<file path="src/rtl/stream_pkg.sv">
// Shared 32-bit word / byte-stream definitions used by the unpacker and the CRC stimulus path.
package stream_pkg;

    localparam int DATA_WIDTH = 32;
    localparam int BYTE       = 8;
    localparam int DATA_BYTES = DATA_WIDTH / BYTE;
    localparam int LANE_WIDTH = $clog2(DATA_BYTES);

    typedef enum logic {
        ST_IDLE   = 1'b0,
        ST_SERIAL = 1'b1
    } unpack_state_e;

    typedef struct packed {
        logic [DATA_WIDTH-1:0] data;
        logic [DATA_BYTES-1:0] keep;
        logic                  last;
    } word_t;

    // Non-final words must be full; a final word keeps a contiguous run starting at the top lane.
    function automatic logic keep_legal(input logic [DATA_BYTES-1:0] keep, input logic last);
        logic                  legal;
        logic [DATA_BYTES-1:0] mask;
        legal = 1'b0;
        mask  = {DATA_BYTES{1'b0}};
        if (!last) begin
            legal = (keep == {DATA_BYTES{1'b1}});
        end else begin
            for (int n = 1; n <= DATA_BYTES; n++) begin
                mask = ~({DATA_BYTES{1'b1}} >> n);
                if (keep == mask) begin
                    legal = 1'b1;
                end else begin
                    legal = legal;
                end
            end
        end
        return legal;
    endfunction

    // Lowest kept lane, i.e. the lane that is emitted last.
    function automatic logic [LANE_WIDTH-1:0] last_lane(input logic [DATA_BYTES-1:0] keep);
        logic [LANE_WIDTH-1:0] lane;
        lane = {LANE_WIDTH{1'b0}};
        for (int i = DATA_BYTES - 1; i >= 0; i--) begin
            if (keep[i]) begin
                lane = LANE_WIDTH'(i);
            end else begin
                lane = lane;
            end
        end
        return lane;
    endfunction

    function automatic logic [BYTE-1:0] lane_byte(input logic [DATA_WIDTH-1:0] data,
                                                  input logic [LANE_WIDTH-1:0] lane);
        return data[lane*BYTE +: BYTE];
    endfunction

endpackage

</file>
<file path="src/rtl/word_to_byte_unpacker.sv">
// Splits keep-qualified 32-bit words into an ordered byte stream (lane 3 first),
// reporting each packet's byte length and dropping words with illegal keep masks.
module word_to_byte_unpacker
    import stream_pkg::*;
#(
    parameter int LEN_WIDTH = 16
) (
    input  logic                  i_clk,
    input  logic                  i_reset_n,
    input  logic [DATA_WIDTH-1:0] s_word_data,
    input  logic [DATA_BYTES-1:0] s_word_keep,
    input  logic                  s_word_last,
    input  logic                  s_word_valid,
    output logic                  s_word_ready,
    output logic [BYTE-1:0]       m_byte_data,
    output logic                  m_byte_last,
    output logic                  m_byte_valid,
    input  logic                  m_byte_ready,
    output logic [LEN_WIDTH-1:0]  o_pkt_len,
    output logic                  o_pkt_done,
    output logic                  o_keep_err
);

    localparam logic [LANE_WIDTH-1:0] LANE_TOP = LANE_WIDTH'(DATA_BYTES - 1);
    localparam logic [LEN_WIDTH-1:0]  LEN_ONE  = {{(LEN_WIDTH-1){1'b0}}, 1'b1};

    unpack_state_e          state_r;
    logic [DATA_WIDTH-1:0]  data_r;
    logic                   last_r;
    logic [LANE_WIDTH-1:0]  lane_r;
    logic [LANE_WIDTH-1:0]  last_lane_r;
    logic [BYTE-1:0]        byte_data_r;
    logic                   byte_last_r;
    logic                   byte_valid_r;
    logic [LEN_WIDTH-1:0]   count_r;
    logic [LEN_WIDTH-1:0]   pkt_len_r;
    logic                   pkt_done_r;
    logic                   keep_err_r;

    word_t                  word_in_s;
    logic                   in_legal_s;
    logic [LANE_WIDTH-1:0]  in_last_lane_s;
    logic [LANE_WIDTH-1:0]  lane_dn_s;
    logic                   at_last_s;
    logic                   byte_fire_s;
    logic                   word_ready_s;
    logic                   word_fire_s;
    logic [LEN_WIDTH-1:0]   count_inc_s;

    // Decode the incoming word and the current serialisation position.
    always_comb begin
        word_in_s      = '{data: s_word_data, keep: s_word_keep, last: s_word_last};
        in_legal_s     = keep_legal(word_in_s.keep, word_in_s.last);
        in_last_lane_s = last_lane(word_in_s.keep);
        lane_dn_s      = lane_r - LANE_WIDTH'(1);
        at_last_s      = (lane_r == last_lane_r);
        byte_fire_s    = byte_valid_r && m_byte_ready;
        count_inc_s    = (count_r == {LEN_WIDTH{1'b1}}) ? count_r : (count_r + LEN_ONE);
    end

    // Accept a word when idle, or when the final lane leaves this cycle (back-to-back words).
    always_comb begin
        word_ready_s = 1'b0;
        if (!i_reset_n) begin
            word_ready_s = 1'b0;
        end else begin
            case (state_r)
                ST_IDLE:   word_ready_s = 1'b1;
                ST_SERIAL: word_ready_s = at_last_s && m_byte_ready;
                default:   word_ready_s = 1'b0;
            endcase
        end
        word_fire_s = s_word_valid && word_ready_s;
    end

    // Unpacking FSM, lane stepping, packet length counter and status pulses.
    always_ff @(posedge i_clk) begin
        if (!i_reset_n) begin
            state_r      <= ST_IDLE;
            data_r       <= {DATA_WIDTH{1'b0}};
            last_r       <= 1'b0;
            lane_r       <= {LANE_WIDTH{1'b0}};
            last_lane_r  <= {LANE_WIDTH{1'b0}};
            byte_data_r  <= {BYTE{1'b0}};
            byte_last_r  <= 1'b0;
            byte_valid_r <= 1'b0;
            count_r      <= {LEN_WIDTH{1'b0}};
            pkt_len_r    <= {LEN_WIDTH{1'b0}};
            pkt_done_r   <= 1'b0;
            keep_err_r   <= 1'b0;
        end else begin
            pkt_done_r <= 1'b0;
            keep_err_r <= 1'b0;

            if (byte_fire_s) begin
                if (at_last_s && byte_last_r) begin
                    pkt_len_r  <= count_inc_s;
                    pkt_done_r <= 1'b1;
                    count_r    <= {LEN_WIDTH{1'b0}};
                end else begin
                    count_r <= count_inc_s;
                end
                if (at_last_s) begin
                    state_r      <= ST_IDLE;
                    byte_valid_r <= 1'b0;
                    byte_last_r  <= 1'b0;
                end else begin
                    lane_r      <= lane_dn_s;
                    byte_data_r <= lane_byte(data_r, lane_dn_s);
                    byte_last_r <= last_r && (lane_dn_s == last_lane_r);
                end
            end else begin
                count_r <= count_r;
            end

            // A new word overrides the idle transition taken above in the same cycle.
            if (word_fire_s) begin
                if (in_legal_s) begin
                    state_r      <= ST_SERIAL;
                    data_r       <= word_in_s.data;
                    last_r       <= word_in_s.last;
                    lane_r       <= LANE_TOP;
                    last_lane_r  <= in_last_lane_s;
                    byte_data_r  <= lane_byte(word_in_s.data, LANE_TOP);
                    byte_last_r  <= word_in_s.last && (in_last_lane_s == LANE_TOP);
                    byte_valid_r <= 1'b1;
                end else begin
                    keep_err_r <= 1'b1;
                    count_r    <= {LEN_WIDTH{1'b0}};
                end
            end else begin
                keep_err_r <= 1'b0;
            end
        end
    end

    assign s_word_ready = word_ready_s;
    assign m_byte_data  = byte_data_r;
    assign m_byte_last  = byte_last_r;
    assign m_byte_valid = byte_valid_r;
    assign o_pkt_len    = pkt_len_r;
    assign o_pkt_done   = pkt_done_r;
    assign o_keep_err   = keep_err_r;

endmodule
</file>
<file path="config.mk">
export PLATFORM = sky130hd
export DESIGN_NAME = word_to_byte_unpacker
export DESIGN_NICKNAME = d
export VERILOG_FILES = /design/src/rtl/stream_pkg.sv /design/src/rtl/word_to_byte_unpacker.sv
export SDC_FILE = /design/constraint.sdc
export NUM_CORES = 1
export LEC_CHECK = 0
export CAP_MARGIN = 25
export CORE_AREA = 2 2 106 98
export CTS_CLUSTER_DIAMETER = 40
export DETAILED_ROUTE_END_ITERATION = 6
export DIE_AREA = 0 0 108 100
export RECOVER_POWER = 50
export SKIP_CTS_REPAIR_TIMING = 1
export SLEW_MARGIN = 25
export SYNTH_ARGS = -nofsm -noshare
export SYNTH_HDL_FRONTEND = slang
export SYNTH_SLANG_ARGS = --single-unit
</file>
<file path="constraint.sdc">
create_clock -name i_clk -period 2.19 [get_ports i_clk]
set_input_delay 0.438 -clock i_clk [delete_from_list [all_inputs] [get_ports i_clk]]
set_output_delay 0.438 -clock i_clk [all_outputs]
set_load 0.02 [all_outputs]
</file>
### Yosys cells after proc, flatten, opt, wreduce, memory -nomap -nowiden

Cells that the tools add are included.

| operators by class | value |
|---|---|
| reductions and logical operators | 10 |
| bitwise gates (word level) | 1 |
| shift operators | 1 |
| eq/ne operators | 8 |
| add/subtract/negate cells | 2 |
| mux-type cells | 38 |

Operators by type and width:

| operator | number |
|---|---|
| 16-bit 2-to-1 mux | 5 |
| 8-bit 2-to-1 mux | 4 |
| 32-bit by 6-bit indexed part select with 8-bit output | 1 |
| 1-bit 2-to-1 mux | 20 |
| 16-bit by 1-bit adder with 16-bit output (second input constant) | 1 |
| 16-bit equality test (second input constant) | 1 |
| 4-bit equality test (second input constant) | 4 |
| 2-bit 2-to-1 mux | 8 |
| 2-bit AND reduction | 4 |
| 1-bit logical AND | 6 |
| 2-bit equality test | 2 |
| 2-bit equality test (second input constant) | 1 |
| 1-bit case mux with 2 select lines | 1 |
| 2-bit by 1-bit subtractor with 2-bit output (second input constant) | 1 |
| 1-bit NOT | 1 |

| word-level totals | value |
|---|---|
| register bits after elaboration | 82 |
| input bits | 41 |
| logic and storage cells | 72 |

### Logic depth before layout (Yosys ltp)

| depth | value |
|---|---|
| depth in word-level cells | 8 |
| mapped depth | 8 |
| mapped depth without buffers | 6 |

### Worst setup path after synthesis

Ideal clock, no wire load.

| path | value |
|---|---|
| kind | register -> register |
| start | reg count_r[0] |
| end | reg count_r[13] |
| cell stages (with the launch flop) | 9 |
| data arrival time | 1.858 ns |
| setup slack | 0.244 ns |
| required time | 2.102 ns |
| path through | dfxtp_1 ha_1 nand3_1 or4_4 buf_6 buf_6 nand2_1 nor3_1 nor4_4 |

| on the way | value |
|---|---|
| longest elaborated chain between the ends | 6 |

Ends and longest elaborated chain:

| item | RTL line | source |
|---|---|---|
| start: declaration | word_to_byte_unpacker.sv:35 | `logic [LEN_WIDTH-1:0] count_r;` |
| start signal: assignment | word_to_byte_unpacker.sv:87 | `count_r <= {LEN_WIDTH{1'b0}};` |
| start signal: assignment | word_to_byte_unpacker.sv:99 | `count_r <= {LEN_WIDTH{1'b0}};` |
| start signal: assignment | word_to_byte_unpacker.sv:101 | `count_r <= count_inc_s;` |
| 16-bit by 1-bit adder with 16-bit output or 16-bit equality test (tied branches) | word_to_byte_unpacker.sv:58 | `count_inc_s = (count_r == {LEN_WIDTH{1'b1}}) ? count_r : (count_r + LEN_ONE);` |
| 16-bit 2-to-1 mux * | word_to_byte_unpacker.sv:58 |  |
| 16-bit 2-to-1 mux * | word_to_byte_unpacker.sv:96 | `if (at_last_s && byte_last_r) begin` |
| 16-bit 2-to-1 mux * | word_to_byte_unpacker.sv:95 | `if (byte_fire_s) begin` |
| 16-bit 2-to-1 mux | word_to_byte_unpacker.sv:118 | `if (in_legal_s) begin` |
| 16-bit 2-to-1 mux * | word_to_byte_unpacker.sv:117 | `if (word_fire_s) begin` |

Every way passes the cells marked *; elsewhere a longest branch is shown, timed or not.
A chain may end at the register's enable or synchronous reset.

### Worst setup path in the final report

| path | value |
|---|---|
| start | reg count_r[6] |
| end | reg pkt_len_r[7], in the netlist o_pkt_len[7] |

| on the way | value |
|---|---|
| longest elaborated chain between the ends | 2 |

Ends and longest elaborated chain:

| item | RTL line | source |
|---|---|---|
| 16-bit by 1-bit adder with 16-bit output or 16-bit equality test (tied branches) | word_to_byte_unpacker.sv:58 |  |
| 16-bit 2-to-1 mux * | word_to_byte_unpacker.sv:58 |  |
| end signal: assignment | word_to_byte_unpacker.sv:88 | `pkt_len_r <= {LEN_WIDTH{1'b0}};` |
| end signal: assignment | word_to_byte_unpacker.sv:97 | `pkt_len_r <= count_inc_s;` |
| end: declaration | word_to_byte_unpacker.sv:36 | `logic [LEN_WIDTH-1:0] pkt_len_r;` |

Marks and branches as above.

==> impl_metrics.yaml <==
timing:
  finalHoldViolCount: 0
  period_minus_slack_ns: 2.02
  fin_hold_ws_ns: 0.435
  tightest_slew_ns: 0.562
  setup_viol: 0
  rsz0062_at_grt: "no"
  slew_headroom_pct: 62.5
  fin_ws_ns: 0.167
  slew_violations: 0
  finClkSkew_ns: 0.00896
  fmax_mhz: 494
  period_share_pct: 92.4
setup_path:
  crit_required_ns: 2.42
  crit_fanout: 14
  end_kind: "register"
  crit_type: "register to register"
  critPathLaunchType: "register"
  crit_arrival_ns: 2.25
layout:
  final_nets: 551
  multi_input_area_mm2: 0.00195
  antenna_cells: 0
  areaGrowthSynthToFinish_pct: 28.9
  drive_above_1_share_pct: 13.1
  regArea_mm2: 0.00164
  nFillCells: 963
  final_area_mm2: 0.00488
cts:
  root_buffer: "clkbuf_8"
  clk_path_buf_depth: 2
  cts_tree: "done"
  clk_latency_ns: 0.33
  clock_sinks: 82
  path_clk_slew_ns: 0.08
  cts-buffers-inserted: 9
  ctsHtreeMaxLevel: 3
routing:
  wl_met3_um: 378
  ant_nets: 0
  drt_iter0_markers: 129
  wirelength_um: 8830
  dr.max_layer_used: "met4"
  route.met2.wl_um: 4040
  wl_per_cell_um: 13.8
  vias: 3279
  drc: 0
  dr.pass1.iters: 4
  met1Wirelength_um: 4350
  post_drt_via_cell_ratio: 5.12
floorplan:
  dieArea_mm2: 0.0108
  start_util_pct: 38.4
  fp.coreArea_mm2: 0.00985
  die_w_um: 108
  fp-row-count: 35
  io_pins: 70
  chipHeight_um: 100
synthesis:
  yosysTopAreaCell: "dfxtp_1"
  ys_seq_area_share_pct: 43.3
  synthDistinctLibCells: 56
  syn_nets: 479
  ys_top_cells_by_area: "dfxtp_1, nand2_1, o21ai_0"
  synth_top_cell_area_share_pct: 43.3
  postSynth.asyncResetShare_pct: 0
  synth.most_common_cell: "nand2_1"
  synthTopCellsByCount: "nand2_1, dfxtp_1, o21ai_0"
  syn_inst: 437
  yosysWarnings: 0
  ys_seq_elements: 82
  synth_area_mm2: 0.00379
  synthFlopType: "dfxtp_1"
  post_synth.cell_area_avg_um2: 8.67
  synth-edff-count: 0
run:
  max-cap-violations: 0
global_routing:
  grt_overflow: 0
  antenna_found_initial: 0
  grt_pass1_vias: 3178
  grt_pass1_wl_um: 14800
  grt_max_degree: 60
  grtUsageTotal_pct: 17.0
placed_design:
  dpl_cell_area_mm2: 0.00468
  detailedPlace.worstSlack_ns: -0.102
  gp_congestion: 0.847
  dpl.hpwl_um: 6200
  portBuffers: 69
hold_path:
  hold_class: "input port to register"
power_and_ir_drop:
  power_density_mw_per_mm2: 611
  p_leak_nw: 1.74
  finalPower_mw: 2.98
  max-vdd-ir-drop_mv: 0.433
status:
  status: "complete, no violations"
[where the power goes]
group | switching [mW] | internal (mW)
registers | 0.0167 | 1.52
clock network | 0.491 | 0.724
logic | 0.104 | 0.126
[cell families after synthesis]
kind of cell,Yosys count,share of synthesized area [%]
muxes,19,7.93
buffers and inverters,34,4.99
xor gates and xnor gates,12,2.97
adders and majority gates,1,0.330
AOI/OAI and AO/OA,119,17.8
and+or+nand+nor,170,22.6
DFF,82,43.3
[metal layers]
layer  vias up  track usage [%]
met5         -                0
met4         0             4.54
met3         4             3.77
met2        80             27.8
met1      1503             22.7
li1       1692                -
[area by class of cell]
type / instances / share of cell area, %
well taps: 129 / 3.31
repair buffers: 92 / 18.3
inverters: 3 / 0.231
flip-flops and latches: 82 / 33.6
clock inverters: 2 / 1.23
clock buffers: 12 / 3.38
multi-input cells: 321 / 39.9
[state kept, by name, summed over array words and instances (netlist names)]
signal,count
data_r,32
m_byte_last,1
last_r,1
o_pkt_len,16
state_r,1
count_r,16
m_byte_data,8
m_byte_valid,1
o_pkt_done,1
last_lane_r,2
o_keep_err,1
lane_r,2
[worst max-delay path, cell delays in order (launching register included)]
cell and delay [ns]:
dfxtp_1 0.48, nand4_1 0.28, or4_4 0.72, nand3_1 0.19, xor2_1 0.17, a21oi_1 0.08
[through the flow]
| stage | setup TNS, ns | util [%] | std cells |
|---|---|---|---|
| final | 0 | 49.6 | 641 |
| after global placement | -0.0430 | 47.5 | 627 |
| after global routing | 0 | 49.6 | 641 |
| after floorplan | 0 | - | 437 |
| after CTS | -0.311 | 49.8 | 641 |
| after detailed placement | -0.102 | 47.5 | 627 |
[final timing paths]
check | startpoint | end | slack [ns] | depth (start not counted)
worst max-delay path | count_r[6] | o_pkt_len[7] | 0.17 | 5
worst min-delay path | i_reset_n | state_r | 0.44 | 2
worst max register to register | count_r[6] | o_pkt_len[7] | 0.17 | 5
worst min register to register | data_r[22] | data_r[22] | 0.46 | 2
[cell usage in the layout (no fill, tap or decap), drive strengths merged, types with 4 or more instances in the layout]
cell type / instances
a21oi: 25
a31oi: 9
and3: 4
buf: 19
clkbuf: 17
clkdlybuf4s50: 39
dfxtp: 82
dlygate4sd3: 28
mux2: 8
mux4: 8
nand2: 98
nand3: 16
nand4: 8
nor2: 9
nor2b: 5
nor3: 9
o21ai: 66
o22ai: 5
or3: 6
xnor2: 4
xor2: 8
Power figures use the tool's default switching activity.
